File: src/rtl/grad_softplus_pkg.sv
// Shared constants, legacy-equivalent coefficient defaults and helper functions
// for the softplus-squared piecewise-linear gradient unit.
package grad_softplus_pkg;

  localparam int DEF_DATA_W   = 16;
  localparam int DEF_FRAC_W   = 8;
  localparam int DEF_SEG_BITS = 4;
  localparam int DEF_TAG_W    = 4;
  localparam int DEF_N        = 1 << DEF_SEG_BITS;

  // Intercepts reproduce the old piecewise-constant LUT exactly; slopes start flat.
  localparam logic [DEF_DATA_W-1:0] C0_DEF [DEF_N] = '{
    16'h0000, 16'h0000, 16'h0000, 16'h0001, 16'h0003, 16'h0008, 16'h0014, 16'h002a,
    16'h0044, 16'h005a, 16'h0066, 16'h006b, 16'h006d, 16'h006e, 16'h006e, 16'h006e
  };
  localparam logic [DEF_DATA_W-1:0] C1_DEF [DEF_N] = '{default: 16'h0000};

  // Clamp a signed value to [0, 2^(data_w-1)-1].
  function automatic longint sat_pos(input longint v, input int data_w);
    longint max_v;
    max_v = (longint'(1) << (data_w - 1)) - 1;
    if (v < 0) return 0;
    if (v > max_v) return max_v;
    return v;
  endfunction

  // Map an integer part onto a segment index, pinning out-of-range values to the ends.
  function automatic int seg_clamp(input longint ip, input int seg_bits);
    longint half;
    half = longint'(1) << (seg_bits - 1);
    if (ip < -half) return 0;
    if (ip > half - 1) return int'(2 * half - 1);
    return int'(ip + half);
  endfunction

endpackage

File: src/rtl/grad_coef_table.sv
// Intercept/slope register file: one write port, combinational read of both tables.
// Writes land at the clock edge, so a same-cycle read sees the previous contents.
module grad_coef_table
  import grad_softplus_pkg::*;
#(
  parameter int DATA_W   = DEF_DATA_W,
  parameter int SEG_BITS = DEF_SEG_BITS,
  parameter bit USE_DEF  = 1'b1
) (
  input  logic                clk,
  input  logic                i_rst,
  input  logic                i_we,
  input  logic                i_sel,
  input  logic [SEG_BITS-1:0] i_addr,
  input  logic [DATA_W-1:0]   i_wdata,
  input  logic [SEG_BITS-1:0] i_rd_idx,
  output logic [DATA_W-1:0]   o_rd_c0,
  output logic [DATA_W-1:0]   o_rd_c1
);

  localparam int N = 1 << SEG_BITS;

  logic [DATA_W-1:0] r_c0 [N];
  logic [DATA_W-1:0] r_c1 [N];

  function automatic logic [DATA_W-1:0] def_c0(input int i);
    if (USE_DEF && i < DEF_N) return DATA_W'(C0_DEF[DEF_SEG_BITS'(i)]);
    return '0;
  endfunction

  function automatic logic [DATA_W-1:0] def_c1(input int i);
    if (USE_DEF && i < DEF_N) return DATA_W'(C1_DEF[DEF_SEG_BITS'(i)]);
    return '0;
  endfunction

  always_ff @(posedge clk) begin
    if (i_rst) begin
      for (int i = 0; i < N; i++) begin
        r_c0[i] <= def_c0(i);
        r_c1[i] <= def_c1(i);
      end
    end else if (i_we) begin
      if (i_sel) r_c1[i_addr] <= i_wdata;
      else       r_c0[i_addr] <= i_wdata;
    end
  end

  assign o_rd_c0 = r_c0[i_rd_idx];
  assign o_rd_c1 = r_c1[i_rd_idx];

endmodule

File: src/rtl/grad_softplus_sq_pwl.sv
// Piecewise-linear softplus-squared gradient: grad = sat(c0[seg] + c1[seg]*frac), 3-cycle latency.
// Single shared stage enable; when the output is held by out_ready=0 every stage and in_ready stall.
module grad_softplus_sq_pwl
  import grad_softplus_pkg::*;
#(
  parameter int DATA_W   = DEF_DATA_W,
  parameter int FRAC_W   = DEF_FRAC_W,
  parameter int SEG_BITS = DEF_SEG_BITS,
  parameter int TAG_W    = DEF_TAG_W
) (
  input  logic                clk,
  input  logic                rst,
  input  logic                in_valid,
  output logic                in_ready,
  input  logic [DATA_W-1:0]   in_x,
  input  logic [TAG_W-1:0]    in_tag,
  output logic                out_valid,
  input  logic                out_ready,
  output logic [DATA_W-1:0]   out_grad,
  output logic [TAG_W-1:0]    out_tag,
  input  logic                cfg_we,
  input  logic                cfg_sel,
  input  logic [SEG_BITS-1:0] cfg_addr,
  input  logic [DATA_W-1:0]   cfg_wdata
);

  localparam int     IP_W    = DATA_W - FRAC_W;
  localparam int     P_W     = DATA_W + FRAC_W + 1;
  localparam longint HALF    = longint'(1) << (SEG_BITS - 1);
  localparam bit     USE_DEF = (DATA_W == DEF_DATA_W) && (FRAC_W == DEF_FRAC_W) &&
                               (SEG_BITS == DEF_SEG_BITS);

  logic                r_v1, r_v2, r_v3;
  logic [SEG_BITS-1:0] r_idx1;
  logic [FRAC_W-1:0]   r_f1;
  logic [TAG_W-1:0]    r_tag1, r_tag2, r_tag3;
  logic [DATA_W-1:0]   r_c0_2;
  logic [DATA_W:0]     r_s2;
  logic [DATA_W-1:0]   r_grad;

  logic                     w_en;
  logic signed [IP_W-1:0]   w_ip;
  logic                     w_lo, w_hi;
  logic [SEG_BITS-1:0]      w_idx;
  logic [FRAC_W-1:0]        w_f;
  logic [DATA_W-1:0]        w_c0, w_c1;
  logic signed [P_W-1:0]    w_p;
  logic [DATA_W:0]          w_s;
  logic signed [DATA_W+1:0] w_sum;
  logic [DATA_W-1:0]        w_grad;

  assign w_en     = !r_v3 || out_ready;
  assign in_ready = w_en;

  // S1: integer part selects the segment; clamped samples pin the fraction to the segment edge.
  assign w_ip  = in_x[DATA_W-1:FRAC_W];
  assign w_lo  = longint'(w_ip) < -HALF;
  assign w_hi  = longint'(w_ip) > HALF - 1;
  assign w_idx = SEG_BITS'(seg_clamp(longint'(w_ip), SEG_BITS));
  assign w_f   = w_lo ? '0 : (w_hi ? '1 : in_x[FRAC_W-1:0]);

  grad_coef_table #(
    .DATA_W   (DATA_W),
    .SEG_BITS (SEG_BITS),
    .USE_DEF  (USE_DEF)
  ) u_coef (
    .clk      (clk),
    .i_rst    (rst),
    .i_we     (cfg_we),
    .i_sel    (cfg_sel),
    .i_addr   (cfg_addr),
    .i_wdata  (cfg_wdata),
    .i_rd_idx (r_idx1),
    .o_rd_c0  (w_c0),
    .o_rd_c1  (w_c1)
  );

  // S2: signed slope times unsigned fraction, floored back to the output scale.
  assign w_p = $signed({{(FRAC_W+1){w_c1[DATA_W-1]}}, w_c1}) *
               $signed({{(DATA_W+1){1'b0}}, r_f1});
  assign w_s = (DATA_W+1)'(w_p >>> FRAC_W);

  // S3
  assign w_sum  = $signed({{2{r_c0_2[DATA_W-1]}}, r_c0_2}) + $signed({r_s2[DATA_W], r_s2});
  assign w_grad = DATA_W'(sat_pos(longint'(w_sum), DATA_W));

  always_ff @(posedge clk) begin
    if (rst) begin
      r_v1   <= 1'b0;
      r_v2   <= 1'b0;
      r_v3   <= 1'b0;
      r_idx1 <= '0;
      r_f1   <= '0;
      r_tag1 <= '0;
      r_tag2 <= '0;
      r_tag3 <= '0;
      r_c0_2 <= '0;
      r_s2   <= '0;
      r_grad <= '0;
    end else if (w_en) begin
      r_v1   <= in_valid;
      r_idx1 <= w_idx;
      r_f1   <= w_f;
      r_tag1 <= in_tag;
      r_v2   <= r_v1;
      r_c0_2 <= w_c0;
      r_s2   <= w_s;
      r_tag2 <= r_tag1;
      r_v3   <= r_v2;
      r_grad <= w_grad;
      r_tag3 <= r_tag2;
    end
  end

  assign out_valid = r_v3;
  assign out_grad  = r_grad;
  assign out_tag   = r_tag3;

endmodule

File: config.mk
export PLATFORM = sky130hd
export DESIGN_NAME = grad_softplus_sq_pwl
export DESIGN_NICKNAME = d
export VERILOG_FILES = /design/src/rtl/grad_softplus_pkg.sv /design/src/rtl/grad_coef_table.sv /design/src/rtl/grad_softplus_sq_pwl.sv
export SDC_FILE = /design/constraint.sdc
export NUM_CORES = 1
export LEC_CHECK = 0
export CAP_MARGIN = 20
export CELL_PAD_IN_SITES_DETAIL_PLACEMENT = 1
export CELL_PAD_IN_SITES_GLOBAL_PLACEMENT = 1
export CORE_MARGIN = 4
export CORE_UTILIZATION = 57
export DETAILED_ROUTE_END_ITERATION = 10
export GPL_TIMING_DRIVEN = 0
export PLACE_DENSITY_LB_ADDON = 0.1
export SLEW_MARGIN = 20
export SYNTH_ARGS = -nofsm -noshare
export SYNTH_HDL_FRONTEND = slang
export SYNTH_SLANG_ARGS = --single-unit
File: constraint.sdc
create_clock -name clk -period 10.4 [get_ports clk]
set_input_delay 2.08 -clock clk [delete_from_list [all_inputs] [get_ports clk]]
set_output_delay 2.08 -clock clk [all_outputs]
set_load 0.01 [all_outputs]
==> impl_metrics.yaml, run 1 <==
drt:
  wl_per_cell_um: 28.48
  drt_first_pass_iters: 5
  drt_wl_total_um: 93700
  avgViaCountPerCell: 6.270
  postRouteAntennaNets: 0
  drc: 0
  drt_iter0_drc: 2041
  vias: 20629
synthesis:
  postSynthAreaPerCell_um2: 13.13
  async_flop_share_pct: 0
  synth_area_leaders: "edfxtp_1 49%, and2_1 11%, mux4_2 11%"
  synth_edf_count: 512
  synth_fp_nets: 2597
  synth_flop_cell: "edfxtp_1"
  synth_cell_type_count: 69
  yosysTopAreaCellShare_pct: 49.06
  ys_seq_area_share_pct: 54.17
  yosys_warnings: 0
  netlist_instances: 2386
  netlist_area_mm2: 0.03134
  synth-seq-cells: 592
  synth_largest_area_cell: "edfxtp_1"
setup_path:
  worstPathArrival_ns: 9.02
  cp_max_fo: 10
  setup.worst_path.end_class: "flop"
  reg2regPathDepth: 21
  critPathKind: "flop to flop"
  cp-start-kind: "flop"
  critical_path_required_ns: 10.89
pwr:
  p_leak_uw: 0.01319
  seq_power_share_pct: 41.9
  power_frac_clock_pct: 35.8
  netSwitchingFraction_pct: 29.14
  p_per_area_mw_per_mm2: 192.5
  ir_worst_vdd_uv: 142.0
  p_int_uw: 4836
  p_sw_uw: 1989
  pwr-share-comb_pct: 22.3
finish:
  nets: 2753
  drive_gt1_share_pct: 12.73
  seqCellArea_mm2: 0.01698
  final_common_cell: "and2_1"
  syn_to_final_growth_pct: 13.14
  n_fill_cell: 5114
  multiInputGateArea_mm2: 0.01320
  final_cell_mix: "573 x and2_1, 512 x edfxtp_1, 173 x nand2_1"
sta:
  worst_pin_slew_ns: 1.106
  finalHoldViolCount: 0
  finalMaxSlewViolations: 0
  timing.final.ws_setup_ns: 1.874
  max_freq_mhz: 117.3
  min_period_ns: 8.526
  rsz0062_at_grt: "no"
  setup_tns_ns: 0
  finClkSkew_ns: 0.02512
  setup_violations: 0
  maxSlewHeadroom_pct: 25.69
  finalCritPeriodShare_pct: 81.99
die:
  die_y_um: 242.5
  ios: 68
  start_util_pct: 57.89
  core_mm2: 0.05413
  die_w_um: 242.5
  std_cell_rows: 85
  dieArea_mm2: 0.05879
min_path:
  min_path_type: "flop to flop"
  hold_depth: 2
place:
  place_ws_ns: 1.970
  port_buffers: 64
  gp_congestion: 0.8877
  dp_hpwl_um: 67350
clock_network:
  clk_latency_ns: 0.61
  cts-root-buf: "clkbuf_16"
  holdBufCountCts: 0
  cts_sinks: 592
  cts_buffer_depth: 3
  cts_tree: "built"
  clk_pin_slew_ns: 0.06
  cts_made_buffers: 66
  postCtsSetupRepairBufs: 0
  cts-htree-levels: 3
  ctsResizeCount: 0
global_routing:
  grt_pass1_wl_um: 142100
  grt_pass1_vias: 22330
  grt_overflow_total: 0
  antenna_found_initial: 2
  grt_usage_pct: 32.21
  grt_max_degree: 17
job:
  maxCapViolCount: 0
status:
  status: "complete, no violations"
==> per-stage QoR <==
| step | utilization, % | cell area [um2] | hold slack, ns | cells | power [uW] |
|---|---|---|---|---|---|
| 2_1_floorplan | - | 31340 | 0.4321 | 2386 | 3832 |
| 3_3_place_gp | 60.68 | 32850 | 0.4396 | 3146 | 4317 |
| 3_5_place_dp | 61.38 | 33220 | 0.4525 | 3170 | 4410 |
| 4_1_cts | 65.48 | 35440 | 0.4640 | 3288 | 6834 |
| 5_1_grt | 65.49 | 35450 | 0.4834 | 3288 | 7085 |
| 6_report | 65.50 | 35460 | 0.4640 | 3290 | 6825 |
==> per-layer routing <==
metal	share of wire (%)	vias up	global-route usage, %
met5	0.018	-	0
met4	3.5	2	11.13
met3	7.5	190	5.313
met2	51	917	55.28
met1	38	10805	42.11
li1	-	8715	-
==> area by class of cell <==
type / count / area share (%)
flip-flops and latches: 592 / 47.88
multi-input cells: 1467 / 37.22
clock buffers: 88 / 5.191
repair buffers: 88 / 2.611
well taps: 696 / 2.456
plain buffers: 169 / 1.891
inverters: 158 / 1.673
clock inverters: 30 / 1.069
diodes: 2 / 0.01412
==> worst paths after layout <==
check,start,endpoint,slack [ns]
setup / recovery,flop,r_s2[14]$_SDFFE_PP0N_,1.87
hold / removal,out_tag[2]$_SDFFE_PP0N_,out_tag[2]$_SDFFE_PP0N_,0.46
setup reg to reg,flop,r_s2[14]$_SDFFE_PP0N_,1.87
hold reg to reg,out_tag[2]$_SDFFE_PP0N_,out_tag[2]$_SDFFE_PP0N_,0.46
==> power by group through the flow <==
stage	logic, uW	clock network (uW)	registers (uW)
finish	1520	2440	2860
detailed placement	1510	0	2900
CTS	1520	2450	2860
global route	1660	2560	2870
floorplan	962	0	2870
global placement	1430	0	2890
==> registers in the layout, indices dropped and copies added, names as in the netlist, named ones only <==
name         cells
out_tag          4
u_coef.r_c1    256
r_f1             8
r_tag2           4
out_valid        1
r_idx1           4
r_v2             1
u_coef.r_c0    256
out_grad        16
r_v1             1
r_c0_2          16
r_s2            17
r_tag1           4
==> worst max-delay path: stages (launching register included) <==
cell	delay (ns)
dfxtp_1	0.30
clkbuf_1	0.55
clkbuf_1	0.62
clkbuf_1	0.83
mux4_2	0.51
mux4_2	0.65
and2_1	0.24
fa_1	0.52
fa_1	0.47
fa_1	0.52
inv_1	0.05
fa_1	0.48
inv_1	0.08
ha_1	0.38
a21o_1	0.19
a311oi_1	0.36
nand4_1	0.19
a31oi_1	0.48
a21oi_2	0.13
o21a_1	0.23
or3_1	0.33
a32o_1	0.26
==> synthesized netlist by cell type, drive strengths merged (3+ instances only) <==
cell type  count
a211oi         4
a21o          17
a21oi         80
a221o          4
a221oi        15
a31oi          6
a32o           4
and2         573
and3           4
buf           23
clkbuf       146
dfxtp         80
edfxtp       512
fa           102
ha            63
inv          157
mux2           3
mux2i         14
mux4         154
nand2        173
nand2b         9
nand3         13
nand3b         3
nand4          9
nor2          51
nor3          13
nor4           4
nor4b          4
o21a           3
o21ai         55
o21bai         7
o22ai          3
or2            9
or3           11
or4            3
xnor2         14
xor2          10
==> cells by family after synthesis <==
group	share of synthesized area (%)
fa+ha+maj	9.031
buf+inv	4.025
flops	54.17
xor+xnor	0.6708
compound gates	4.484
mux	11.62
simple gates	15.99
Note: power is estimated with default switching activity, not from simulation.
==> inputs of run 2 (changes only) <==
CORE_UTILIZATION = 53   (was 57)
clock period = 8.5 ns   (was 10.4 ns; I/O delays follow)
==> impl_metrics.yaml, run 2 (synthesis results as in run 1) <==
status:
  status: "complete, no violations"
die:
  std_cell_rows: 88
  ios: 68
  start_util_pct: 53.90
  core_mm2: 0.05814
  dieArea_mm2: 0.06308
  die_w_um: 251.2
  die_y_um: 251.2
place:
  gp_congestion: 0.8694
  dp_hpwl_um: 67380
  placed_area_mm2: 0.03330
  dp.cells: 3239
  place_ws_ns: -0.02159
  port_buffers: 64
min_path:
  hold_depth: 2
  min_path_type: "flop to flop"
  hold_start: "r_tag2[3]$_SDFFE_PP0N_"
global_routing:
  grt_max_degree: 17
  grt_pass1_vias: 22045
  grt_usage_pct: 29.59
  grt_overflow_total: 0
  antenna_found_initial: 4
  grt_pass1_wl_um: 139600
finish:
  n_fill_cell: 5596
  final_cell_mix: "573 x and2_1, 512 x edfxtp_1, 173 x nand2_1"
  final_common_cell: "and2_1"
  instances_no_fill: 3357
  top_regs: "u_coef.r_c0 x256, u_coef.r_c1 x256, r_s2 x17"
  antenna_cells: 0
  final_area_mm2: 0.03556
  syn_to_final_growth_pct: 13.47
  utilization_pct: 61.17
  nets: 2752
  drive_gt1_share_pct: 13.04
clock_network:
  cts_buffer_depth: 3
  cts-htree-levels: 3
  cts-root-buf: "clkbuf_16"
  ctsResizeCount: 1
  clk_latency_ns: 0.64
  clk_pin_slew_ns: 0.06
  holdBufCountCts: 0
  postCtsSetupRepairBufs: 0
  cts_tree: "built"
  cts_made_buffers: 66
  cts_sinks: 592
sta:
  worst_pin_slew_ns: 1.092
  finalCritPeriodShare_pct: 94.54
  rsz0062_at_grt: "no"
  finalHoldViolCount: 0
  min_period_ns: 8.036
  maxSlewHeadroom_pct: 26.64
  finalMaxSlewViolations: 0
  max_freq_mhz: 124.4
  setup_violations: 0
  timing.final.ws_setup_ns: 0.4643
  finClkSkew_ns: 0.02702
setup_path:
  crit_buf_inv: 4
  critPathKind: "flop to flop"
  cp_max_fo: 10
  critical_path_required_ns: 9.02
  worstPathArrival_ns: 8.55
  crit_chain: "clkbuf_1 > clkbuf_2 > mux4_2 > mux4_2 > and2_1 > fa_1 > fa_1 > fa_1 > inv_1 > fa_1 > inv_1 > ha_1 > a21o_1 > a311oi_1 > a21oi_1 > a31oi_1 > a21oi_2 > o21a_1 > or3_1 > a32o_1"
  crit_path_frequent_cell: "fa_1"
  reg2regPathDepth: 20
  path_delay_family: "adder cells"
  max_stage_delay_ns: 0.69
  setup.worst_path.end_class: "flop"
  worst-path-stages: 20
  cp-start-kind: "flop"
  cp_slowest_cell: "dfxtp_1"
drt:
  drt_first_pass_iters: 5
  drc: 0
  wl_per_cell_um: 27.40
  drt_wl_total_um: 91980
  drt_iter0_drc: 1781
  vias: 20292
  postRouteAntennaNets: 0
  avgViaCountPerCell: 6.045
pwr:
  p_leak_uw: 0.01321
  ir_worst_vdd_uv: 290.8
  p_per_area_mw_per_mm2: 234.8
job:
  maxCapViolCount: 0
-- run 2: cell types whose count changed in the layout (fill, tap and decap cells not counted), sizes merged --
| cell | before | now |
|---|---|---|
| diode | 2 | 0 |
| clkinv | 19 | 25 |
| inv | 159 | 160 |
| clkbuf | 234 | 227 |
-- run 2: final timing paths --
| kind | end | slack [ns] |
|---|---|---|
| min | r_tag2[3]$_SDFFE_PP0N_ | 0.45 |
| max reg2reg | r_s2[14]$_SDFFE_PP0N_ | 0.46 |
| max | r_s2[14]$_SDFFE_PP0N_ | 0.46 |
| min reg2reg | r_tag2[3]$_SDFFE_PP0N_ | 0.45 |
-- run 2: power by group --
| part | internal, uW | switching, uW | leakage, uW |
|---|---|---|---|
| logic | 743 | 1110 | 0.00657 |
| clock network | 1770 | 1230 | 0.00110 |
| registers | 3370 | 120 | 0.00554 |
-- run 2: tightest hold or removal path, cell delays in order (launching register included) --
cell and delay, ns:
dfxtp_1 0.31, nand2_1 0.05, a21oi_1 0.05
-- run 2: area by class of cell --
cell class	count	area [um2]	share of cell area (%)
multi-input combinational	1467	13200	37.11
timing repair buffer	88	910.9	2.562
sequential	592	16980	47.74
inverter	158	593.1	1.668
clock buffer	82	1763	4.958
tap	765	957.2	2.692
clock inverter	37	496.7	1.397
buffer	168	666.9	1.875
-- run 2: through the flow --
step           TNS [ns]  hold slack, ns  power [uW]
4_1_cts               0          0.4547        8374
3_3_place_gp          0          0.4415        5294
5_1_grt               0          0.4674        8698
6_report              0          0.4540        8348
3_5_place_dp   -0.02159          0.4477        5390
2_1_floorplan         0          0.4321        4689
-- run 2: routing by layer --
| layer | routed length [um] | vias up | GRT usage (%) | share of wire [%] |
|---|---|---|---|---|
| met4 | 2711 | 4 | 8.401 | 2.9 |
| li1 | - | 8725 | - | - |
| met1 | 37520 | 10694 | 40.23 | 41 |
| met2 | 45700 | 708 | 49.75 | 50 |
| met3 | 6018 | 161 | 5.193 | 6.5 |
| met5 | 27 | - | 0 | 0.029 |
